===== src/rtl/std_sync_arbiter.sv =====
// std_sync_arbiter: round-robin front end that shares one M-structure sync
// register between N writer ports and N reader ports. One register operation
// is in flight at a time (IDLE -> ISSUE -> RESP). Blocked operations produce
// no done pulse and simply compete again on a later IDLE.
//
// Optional build macro SYNC_ARB_SHADOW_EN: track the register's full/empty
// state locally so that only operations that can succeed are issued. Any
// blocked response then raises the sticky protocol_err flag.
module std_sync_arbiter #(
    parameter int WIDTH = 32,
    parameter int N     = 2
) (
    input  logic               clk,
    input  logic               reset_n,
    input  logic [N-1:0]       write_req,
    input  logic [N*WIDTH-1:0] write_data,
    input  logic [N-1:0]       read_req,
    output logic [N-1:0]       write_done,
    output logic [N-1:0]       read_done,
    output logic [WIDTH-1:0]   read_data,
    output logic [WIDTH-1:0]   reg_in,
    output logic               reg_write_en,
    output logic               reg_read_en,
    input  logic [WIDTH-1:0]   reg_out,
    input  logic               reg_done,
    input  logic               reg_blocked,
    output logic               protocol_err
);

    localparam int IDX_W = (N > 1) ? $clog2(N) : 1;

    typedef enum logic [1:0] {
        IDLE,
        ISSUE,
        RESP
    } state_t;

    state_t             state_q, state_d;
    logic               is_read_q, is_read_d;     // class of the current grant
    logic [IDX_W-1:0]   idx_q, idx_d;             // port index of the current grant
    logic [WIDTH-1:0]   data_q, data_d;           // latched write data
    logic [IDX_W-1:0]   wr_ptr_q, wr_ptr_d;
    logic [IDX_W-1:0]   rd_ptr_q, rd_ptr_d;
    logic               prefer_read_q, prefer_read_d;

    logic [N-1:0]       wr_elig;
    logic [N-1:0]       rd_elig;
    logic [IDX_W-1:0]   wr_pick;
    logic [IDX_W-1:0]   rd_pick;
    logic [IDX_W-1:0]   idx_next;
    logic               pick_read;

    // First requester at or after ptr, wrapping modulo N. The loop runs
    // downwards so the last hit written is the closest one to ptr.
    function automatic logic [IDX_W-1:0] rr_pick(input logic [N-1:0]     req,
                                                 input logic [IDX_W-1:0] ptr);
        int k;
        rr_pick = ptr;
        for (int i = N - 1; i >= 0; i--) begin
            k = (int'(ptr) + i) % N;
            if (req[IDX_W'(k)]) rr_pick = IDX_W'(k);
        end
    endfunction

    assign wr_pick  = rr_pick(wr_elig, wr_ptr_q);
    assign rd_pick  = rr_pick(rd_elig, rd_ptr_q);
    assign idx_next = IDX_W'((int'(idx_q) + 1) % N);

`ifdef SYNC_ARB_SHADOW_EN
    logic shadow_full_q, shadow_full_d;
    logic protocol_err_q, protocol_err_d;

    // Only the operation the register can accept is eligible.
    always_comb begin
        wr_elig = shadow_full_q ? '0 : write_req;
        rd_elig = shadow_full_q ? read_req : '0;
    end

    assign protocol_err = protocol_err_q;
`else
    // Every pending request is eligible; blocked ones are retried.
    always_comb begin
        wr_elig = write_req;
        rd_elig = read_req;
    end

    assign protocol_err = 1'b0;
`endif

    // Next-state, grant bookkeeping and register/port outputs.
    always_comb begin
        // NOTE: every signal gets a default first so no path through the case
        // leaves one unassigned, which would infer a latch.
        state_d       = state_q;
        is_read_d     = is_read_q;
        idx_d         = idx_q;
        data_d        = data_q;
        wr_ptr_d      = wr_ptr_q;
        rd_ptr_d      = rd_ptr_q;
        prefer_read_d = prefer_read_q;
        pick_read     = 1'b0;
        write_done    = '0;
        read_done     = '0;
        read_data     = '0;
        reg_in        = '0;
        reg_write_en  = 1'b0;
        reg_read_en   = 1'b0;
`ifdef SYNC_ARB_SHADOW_EN
        shadow_full_d  = shadow_full_q;
        protocol_err_d = protocol_err_q;
`endif

        unique case (state_q)
            IDLE: begin
                if ((|wr_elig) || (|rd_elig)) begin
                    // Preferred class wins a tie; a lone class always wins.
                    pick_read = (|rd_elig) && (!(|wr_elig) || prefer_read_q);
                    is_read_d = pick_read;
                    idx_d     = pick_read ? rd_pick : wr_pick;
                    data_d    = pick_read ? '0 : write_data[wr_pick*WIDTH +: WIDTH];
                    state_d   = ISSUE;
                end
            end

            ISSUE: begin
                reg_write_en = !is_read_q;
                reg_read_en  = is_read_q;
                reg_in       = data_q;
                state_d      = RESP;
            end

            RESP: begin
                state_d       = IDLE;
                prefer_read_d = !prefer_read_q;
                if (is_read_q) begin
                    rd_ptr_d = idx_next;
                    if (!reg_blocked) begin
                        read_done[idx_q] = 1'b1;
                        read_data        = reg_out;
`ifdef SYNC_ARB_SHADOW_EN
                        shadow_full_d    = 1'b0;
`endif
                    end
                end else begin
                    wr_ptr_d = idx_next;
                    if (reg_done) begin
                        write_done[idx_q] = 1'b1;
`ifdef SYNC_ARB_SHADOW_EN
                        shadow_full_d     = 1'b1;
`endif
                    end
                end
`ifdef SYNC_ARB_SHADOW_EN
                // The shadow should have kept blocked operations from issuing.
                if (reg_blocked || (!is_read_q && !reg_done)) protocol_err_d = 1'b1;
`endif
            end

            default: state_d = IDLE;
        endcase
    end

    // State register; asynchronous reset returns to IDLE mid-operation.
    always_ff @(posedge clk or negedge reset_n) begin
        // NOTE: sequential state uses non-blocking assignments only, so every
        // flop samples the pre-edge value of the others.
        if (!reset_n) begin
            state_q       <= IDLE;
            is_read_q     <= 1'b0;
            idx_q         <= '0;
            data_q        <= '0;
            wr_ptr_q      <= '0;
            rd_ptr_q      <= '0;
            prefer_read_q <= 1'b0;
`ifdef SYNC_ARB_SHADOW_EN
            shadow_full_q  <= 1'b0;
            protocol_err_q <= 1'b0;
`endif
        end else begin
            state_q       <= state_d;
            is_read_q     <= is_read_d;
            idx_q         <= idx_d;
            data_q        <= data_d;
            wr_ptr_q      <= wr_ptr_d;
            rd_ptr_q      <= rd_ptr_d;
            prefer_read_q <= prefer_read_d;
`ifdef SYNC_ARB_SHADOW_EN
            shadow_full_q  <= shadow_full_d;
            protocol_err_q <= protocol_err_d;
`endif
        end
    end

endmodule

===== config.mk =====
export PLATFORM = sky130hd
export DESIGN_NAME = std_sync_arbiter
export DESIGN_NICKNAME = d
export VERILOG_FILES = /design/src/rtl/std_sync_arbiter.sv
export SDC_FILE = /design/constraint.sdc
export NUM_CORES = 1
export LEC_CHECK = 0
export BUFFER_PORTS_ARGS = -buffer_cell sky130_fd_sc_hd__buf_2
export CAP_MARGIN = 10
export CORE_MARGIN = 4
export CORE_UTILIZATION = 43
export DETAILED_ROUTE_END_ITERATION = 6
export GPL_TIMING_DRIVEN = 0
export PLACE_DENSITY = 0.94
export SLEW_MARGIN = 20
export SYNTH_ARGS = -nofsm -noshare
export SYNTH_HDL_FRONTEND = slang
export SYNTH_SLANG_ARGS = --single-unit

===== constraint.sdc =====
create_clock -name clk -period 2.6 [get_ports clk]
set_input_delay 0.39 -clock clk [delete_from_list [all_inputs] [get_ports clk]]
set_output_delay 0.39 -clock clk [all_outputs]
set_load 0.01 [all_outputs]

==> results of run 1 <==
## sequential cells by signal (all words and copies together), names as in the netlist
signal	cells
data_q	32
wr_ptr_q	1
prefer_read_q	1
state_q	2
idx_q	1
rd_ptr_q	1
is_read_q	1
## power by group through the flow
stage	Clock, mW	Combinational (mW)	Sequential [mW]
after floorplan	0	1.10	0.954
after global placement	0	1.53	0.987
after detailed placement	0	1.58	1.00
after CTS	0.390	1.58	0.994
after global routing	0.414	1.71	1.03
final	0.380	1.55	0.997
## cell usage in the layout, fill, tap and decap left out, types with 2 or more instances in the layout
| cell | count |
|---|---|
| nor2b_1 | 2 |
| inv_1 | 2 |
| mux2i_1 | 32 |
| nor2_1 | 5 |
| buf_2 | 177 |
| and2_1 | 65 |
| clkbuf_8 | 5 |
| o2bb2ai_1 | 32 |
| o21ai_0 | 3 |
| clkbuf_1 | 8 |
| diode_2 | 3 |
| nand2_1 | 2 |
| nor3_1 | 2 |
| dfrtp_1 | 39 |
| buf_6 | 6 |
## per-layer routing
layer	vias to the layer above	track usage [%]
li1	1109	-
met1	1079	21.9
met2	106	39.7
met3	11	4.55
met4	0	8.78
met5	-	0
## worst min path at each step
stage | start | end | slack (ns) | cells past startpoint
floorplan | reset_n | data_q[0] | 0.09 | 0
global placement | prefer_read_q | prefer_read_q | 0.46 | 1
detailed placement | data_q[25] | data_q[25] | 0.47 | 1
CTS | reset_n | data_q[14] | 0.24 | 1
global route | reset_n | data_q[12] | 0.27 | 1
finish | reset_n | data_q[15] | 0.21 | 1
## synth_stat cells
| library cell | count |
|---|---|
| o2bb2ai_1 | 32 |
| nand2_4 | 1 |
| mux2_2 | 1 |
| nor2b_1 | 2 |
| nand2_1 | 2 |
| and2_1 | 65 |
| nor3_1 | 2 |
| nor4_1 | 1 |
| mux2i_1 | 32 |
| buf_4 | 1 |
| conb_1 | 1 |
| buf_2 | 4 |
| nand3b_1 | 1 |
| inv_1 | 2 |
| o211a_1 | 1 |
| nor2_1 | 5 |
| nor3b_1 | 1 |
| dfrtp_1 | 39 |
| nand2b_1 | 1 |
| or4_4 | 1 |
| buf_6 | 6 |
| a22oi_1 | 1 |
| a21o_1 | 1 |
| o211ai_2 | 1 |
| o21ba_2 | 1 |
| xnor2_1 | 1 |
| o21ai_0 | 3 |
| clkbuf_1 | 6 |
## cell families (layout without fill, tap and decap cells)
family                    after synthesis  after routing
xor gates and xnor gates                1              1
AOI/OAI and AO/OA                      40             40
DFF                                    39             39
muxes                                  33             33
other                                   1              4
and+or+nand+nor                        82             82
buffers and inverters                  19            200
## final cells by class
class                   instances  area, sq um
diodes                          3         7.51
plain buffers                  17          118
clock buffers                   7         76.3
clock inverters                 1         5.00
fillers                       440         1800
inverters                       2         7.51
multi-input cells             157         1190
flip-flops and latches         39          976
well taps                      70         87.6
repair buffers                173          866
## worst max-delay path: cells and delay by family (launching register included)
kind,cells,cell delay (ns)
flip-flops,1,0.43
buffers and inverters,2,0.52
AND/OR/NAND/NOR,2,0.70
## metrics by stage
| step | instance area (sq um) | hold WS [ns] |
|---|---|---|
| floorplan | 2290 | 0.0944 |
| global placement | 3250 | 0.460 |
| detailed placement | 3250 | 0.466 |
| CTS | 3330 | 0.237 |
| global route | 3340 | 0.274 |
| finish | 3340 | 0.212 |
==> results.py, run 1 <==
metrics = {
    "status": {
        "status": "finished, final reports clean",
    },
    "synthesis": {
        "synth_top_family_by_area": "simple AND/OR/NAND/NOR gates",
        "synth_compound_area_share_pct": 14.9,
        "yosysSeqAreaShare_pct": 42.6,
        "synthAdderAreaFrac_pct": 0,
        "synthMuxAreaShare_pct": 14.5,
        "synth_cell_types": 28,
        "ys_ff_latch": 39,
        "synthTopCellsByArea": "dfrtp_1 43%, and2_1 18%, mux2i_1 14%",
        "yosysWarnings": 0,
        "synth_top_area_share_pct": 42.6,
        "netlist_area_sq_mm": 0.00229,
        "syn_inst": 215,
        "synthSimpleGateAreaFrac_pct": 22.0,
        "synth_nets": 319,
        "synth_xor_area_share_pct": 0.382,
        "syn_avg_cell_area_sq_um": 10.7,
        "yosysTopAreaCell": "dfrtp_1",
    },
    "worst_setup_path": {
        "worst_setup_path_startpoint": "state_q[0]",
        "worst-path-max-fanout": 10,
        "regToRegSetupSlack_ns": 1.11,
        "regToRegStartpoint": "state_q[1]",
        "endpoint_kind": "output pin",
        "crit_slowest_cell": "nor2b_1",
        "cp-endpoint": "reg_in[8]",
        "r2r-end": "data_q[9]",
        "cp.required_ns": 2.21,
        "worst-setup-path-type": "reg -> out",
        "rr_worst_depth": 4,
        "critPathArrivalTime_ns": 1.92,
        "crit_path_max_incr_delay_ns": 0.50,
        "crit_chain": "nor2b_1 > clkbuf_1 > and2_1 > buf_2",
        "start_kind": "flip-flop",
    },
    "drt": {
        "route.detailed.drc": 0,
        "vias_per_cell": 4.91,
        "m1WireLength_um": 2480,
        "routed.top_layer": "met4",
        "wl_met2_um": 3870,
        "vias": 2305,
        "firstDrtPassIters": 4,
        "wl_per_cell_um": 15.1,
        "ant_nets": 0,
        "wirelength_um": 7070,
        "drtIter0Drc": 51,
        "dr_wl_met3_um": 600,
    },
    "placed_design": {
        "dpl_worst_slack_ns": 0.568,
        "dp_hpwl_um": 5810,
        "io_buffers": 173,
        "placed_cells": 458,
        "gp_congestion": 0.735,
    },
    "power": {
        "intPower_mw": 1.77,
        "p_sw_mw": 1.16,
        "ir_worst_vdd_mv": 0.429,
        "power.leakage_nw": 1.92,
        "pwr_density_cell_mw_per_mm2": 879,
        "power_frac_clock_pct": 13.0,
        "power_mw": 2.93,
        "power_frac_seq_pct": 34.0,
        "sw_frac_of_total_pct": 39.5,
        "comb_power_share_pct": 53.0,
    },
    "sta": {
        "clock-skew-final_ns": 0.00379,
        "finalSetupViolCount": 0,
        "postLayoutSetupSlackWorst_ns": 0.291,
        "relSlewSlack_pct": 43.5,
        "worst_pin_slew_ns": 0.847,
        "fmax_ghz": 0.433,
        "finalCritPeriodShare_pct": 88.8,
        "maxSlewViolCount": 0,
        "hold_viol": 0,
        "fin_tns_setup_ns": 0,
        "rsz0062_at_grt": "false",
        "fin_crit_ns": 2.31,
    },
    "cells_and_area": {
        "drive_gt1_share_pct": 49.2,
        "utilization_pct": 64.9,
        "stdcell_count": 469,
        "syn2layout_area_growth_pct": 45.4,
        "nets": 499,
    },
    "grt": {
        "grt.overflow.total": 0,
        "grt_pass1_vias": 2205,
        "grt_max_degree": 40,
        "grt_pass1_wl_um": 10500,
        "grt_usage_pct": 20.9,
        "antenna_found_initial": 3,
    },
    "clocking": {
        "clockBufferDepth": 2,
        "ctsHoldBuffers": 0,
        "cts_resized": 0,
        "cts_setup_buffers": 0,
        "htree_levels": 2,
        "cts_tree": "done",
        "cts_buffers": 5,
        "clock-root-buffer": "clkbuf_8",
        "cts.reportedPaths.clkPinSlew_ns": 0.07,
        "clock_latency_ns": 0.28,
        "cts.sinks": 39,
    },
    "floorplan": {
        "die_width_um": 81.0,
        "rows": 26,
        "dieArea_sq_mm": 0.00657,
        "initial_utilization_pct": 44.6,
        "num_io_pins": 175,
        "fp.coreArea_sq_mm": 0.00514,
        "die_h_um": 81.0,
    },
    "worst_hold_path": {
        "hp-class": "in -> async",
    },
    "job": {
        "drv_cap": 0,
    },
}
No activity file was read; power rests on OpenSTA's default activity.
==> inputs of run 2 (changes only) <==
--- a/config.mk
+++ b/config.mk
@@ -12,6 +12,7 @@
 export DETAILED_ROUTE_END_ITERATION = 6
 export GPL_TIMING_DRIVEN = 0
 export PLACE_DENSITY = 0.94
+export RECOVER_POWER = 50
 export SLEW_MARGIN = 20
 export SYNTH_ARGS = -nofsm -noshare
 export SYNTH_HDL_FRONTEND = slang
==> run 2 against run 1 <==
The flow now finishes with violations (capacitance limit, slew limit). Combinational power fell by 4%. Final cell count is the same. Sequential cell count stayed put. Setup slack improved by 0.0044 ns. Hold slack better by 0.17 ns. Sequential power is essentially flat. Non-clock buffer count did not move.
==> results.py, run 2 (same netlist as run 1, synthesis figures left out) <==
metrics = {
    "drt": {
        "wl_per_cell_um": 15.2,
        "vias_per_cell": 4.92,
        "firstDrtPassIters": 4,
        "wirelength_um": 7120,
        "vias": 2307,
        "route.detailed.drc": 0,
        "drtIter0Drc": 48,
        "ant_nets": 0,
    },
    "placed_design": {
        "dp_hpwl_um": 5810,
        "io_buffers": 173,
        "dpl-instance-area_sq_mm": 0.00325,
        "gp_congestion": 0.735,
        "placed_cells": 458,
    },
    "floorplan": {
        "die_h_um": 81.0,
        "dieArea_sq_mm": 0.00657,
        "initial_utilization_pct": 44.6,
        "rows": 26,
        "num_io_pins": 175,
        "fp.coreArea_sq_mm": 0.00514,
        "die_width_um": 81.0,
    },
    "worst_setup_path": {
        "crit_slowest_cell": "nor2b_1",
        "worst-path-max-fanout": 10,
        "critPathArrivalTime_ns": 1.91,
        "start_kind": "flip-flop",
        "cp.required_ns": 2.21,
        "endpoint_kind": "output pin",
        "crit_chain": "nor2b_1 > clkbuf_1 > and2_1 > buf_2",
        "worst-setup-path-type": "reg -> out",
        "crit_path_max_incr_delay_ns": 0.50,
    },
    "sta": {
        "fmax_ghz": 0.434,
        "maxSlewViolCount": 40,
        "hold_viol": 0,
        "hold_ws_ns": 0.380,
        "finalSetupViolCount": 0,
        "worst_pin_slew_ns": 2.03,
        "fin_tns_setup_ns": 0,
        "finalCritPeriodShare_pct": 88.6,
        "clock-skew-final_ns": 0.00412,
        "fin_crit_ns": 2.30,
        "rsz0062_at_grt": "false",
        "relSlewSlack_pct": -35.6,
    },
    "power": {
        "p_sw_mw": 1.15,
        "comb_power_share_pct": 52.0,
        "power_frac_clock_pct": 13.3,
        "power.leakage_nw": 1.89,
        "power_mw": 2.88,
        "pwr_density_cell_mw_per_mm2": 873,
        "intPower_mw": 1.73,
        "power_frac_seq_pct": 34.7,
        "ir_worst_vdd_mv": 0.418,
        "sw_frac_of_total_pct": 39.9,
    },
    "cells_and_area": {
        "stdcell_count": 469,
        "syn2layout_area_growth_pct": 43.6,
        "top_regs": "data_q: 32 flops, state_q: 2 flops",
        "n_fill_cell": 446,
        "nets": 499,
        "post-route-cell-area_sq_mm": 0.00329,
        "final_common_cell": "buf_2",
        "layout_common_cells": "175 x buf_2, 65 x and2_1, 39 x dfrtp_1",
        "largest_register_ffs": 32,
        "regMostFlops": "data_q",
        "drive_gt1_share_pct": 47.2,
    },
    "grt": {
        "grt.overflow.total": 0,
        "grt_usage_pct": 20.9,
        "grt_max_degree": 40,
        "antenna_found_initial": 3,
        "grt_pass1_wl_um": 10500,
        "grt_pass1_vias": 2205,
    },
    "clocking": {
        "clockBufferDepth": 2,
        "cts_setup_buffers": 0,
        "cts.sinks": 39,
        "cts_tree": "done",
        "clock_latency_ns": 0.28,
        "ctsHoldBuffers": 0,
        "cts.reportedPaths.clkPinSlew_ns": 0.07,
        "cts_buffers": 5,
        "htree_levels": 2,
        "cts_resized": 0,
        "clock-root-buffer": "clkbuf_8",
    },
    "status": {
        "status": "complete, but fails checks",
        "failed_checks": "capacitance limit, slew limit",
    },
    "job": {
        "drv_cap": 1,
    },
    "worst_hold_path": {
        "hp-class": "in -> reg",
    },
}
==> run 2: power groups by stage <==
stage | clock [mW] | sequential [mW] | combinational [mW]
5_1_grt | 0.414 | 1.03 | 1.65
6_report | 0.384 | 0.997 | 1.49
3_3_place_gp | 0 | 0.987 | 1.53
2_1_floorplan | 0 | 0.954 | 1.10
3_5_place_dp | 0 | 1.00 | 1.58
4_1_cts | 0.390 | 0.994 | 1.58
==> run 2: final cells by class <==
type | instances | area (sq um) | area share, %
Multi-Input combinational cell | 157 | 1180 | 35.7
Sequential cell | 39 | 976 | 29.6
Timing Repair Buffer | 173 | 863 | 26.2
Buffer | 17 | 95.1 | 2.89
Tap cell | 70 | 87.6 | 2.66
Clock buffer | 7 | 76.3 | 2.32
Inverter | 2 | 7.51 | 0.228
Antenna cell | 3 | 7.51 | 0.228
Clock inverter | 1 | 5.00 | 0.152
==> run 2: final timing paths <==
kind / start / end / slack [ns] / cells after the start
setup / recovery: state_q[0] / reg_in[8] / 0.30 / 4
hold / removal: write_data[20] / data_q[20] / 0.38 / 3
setup reg to reg: prefer_read_q / data_q[9] / 1.01 / 4
hold reg to reg: data_q[25] / data_q[25] / 0.48 / 1
max in group asynchronous: reset_n / data_q[1] / 0.75 / 1
min in group asynchronous: reset_n / data_q[12] / 0.69 / 1
==> run 2: per-layer routing <==
metal | up-vias | wire length (um) | share of wire (%) | global-route usage, %
met2 | 106 | 3910 | 55 | 39.7
met3 | 9 | 609 | 8.6 | 4.55
li1 | 1108 | - | - | -
met1 | 1084 | 2520 | 35 | 21.9
met5 | - | 0 | 0 | 0
met4 | 0 | 84 | 1.2 | 8.78
==> run 2: critical path: cells and delay by family, from the launching register on <==
kind	cells	cell delay (ns)
and+or+nand+nor	2	0.70
DFF	1	0.43
buffers and inverters	2	0.52
==> run 2: through the flow <==
step           util, %  setup slack (ns)
6_report          64.1             0.295
5_1_grt           64.1            0.0978
4_1_cts           64.8             0.255
3_5_place_dp      63.2             0.568
3_3_place_gp      63.2             0.642
2_1_floorplan        -              1.00
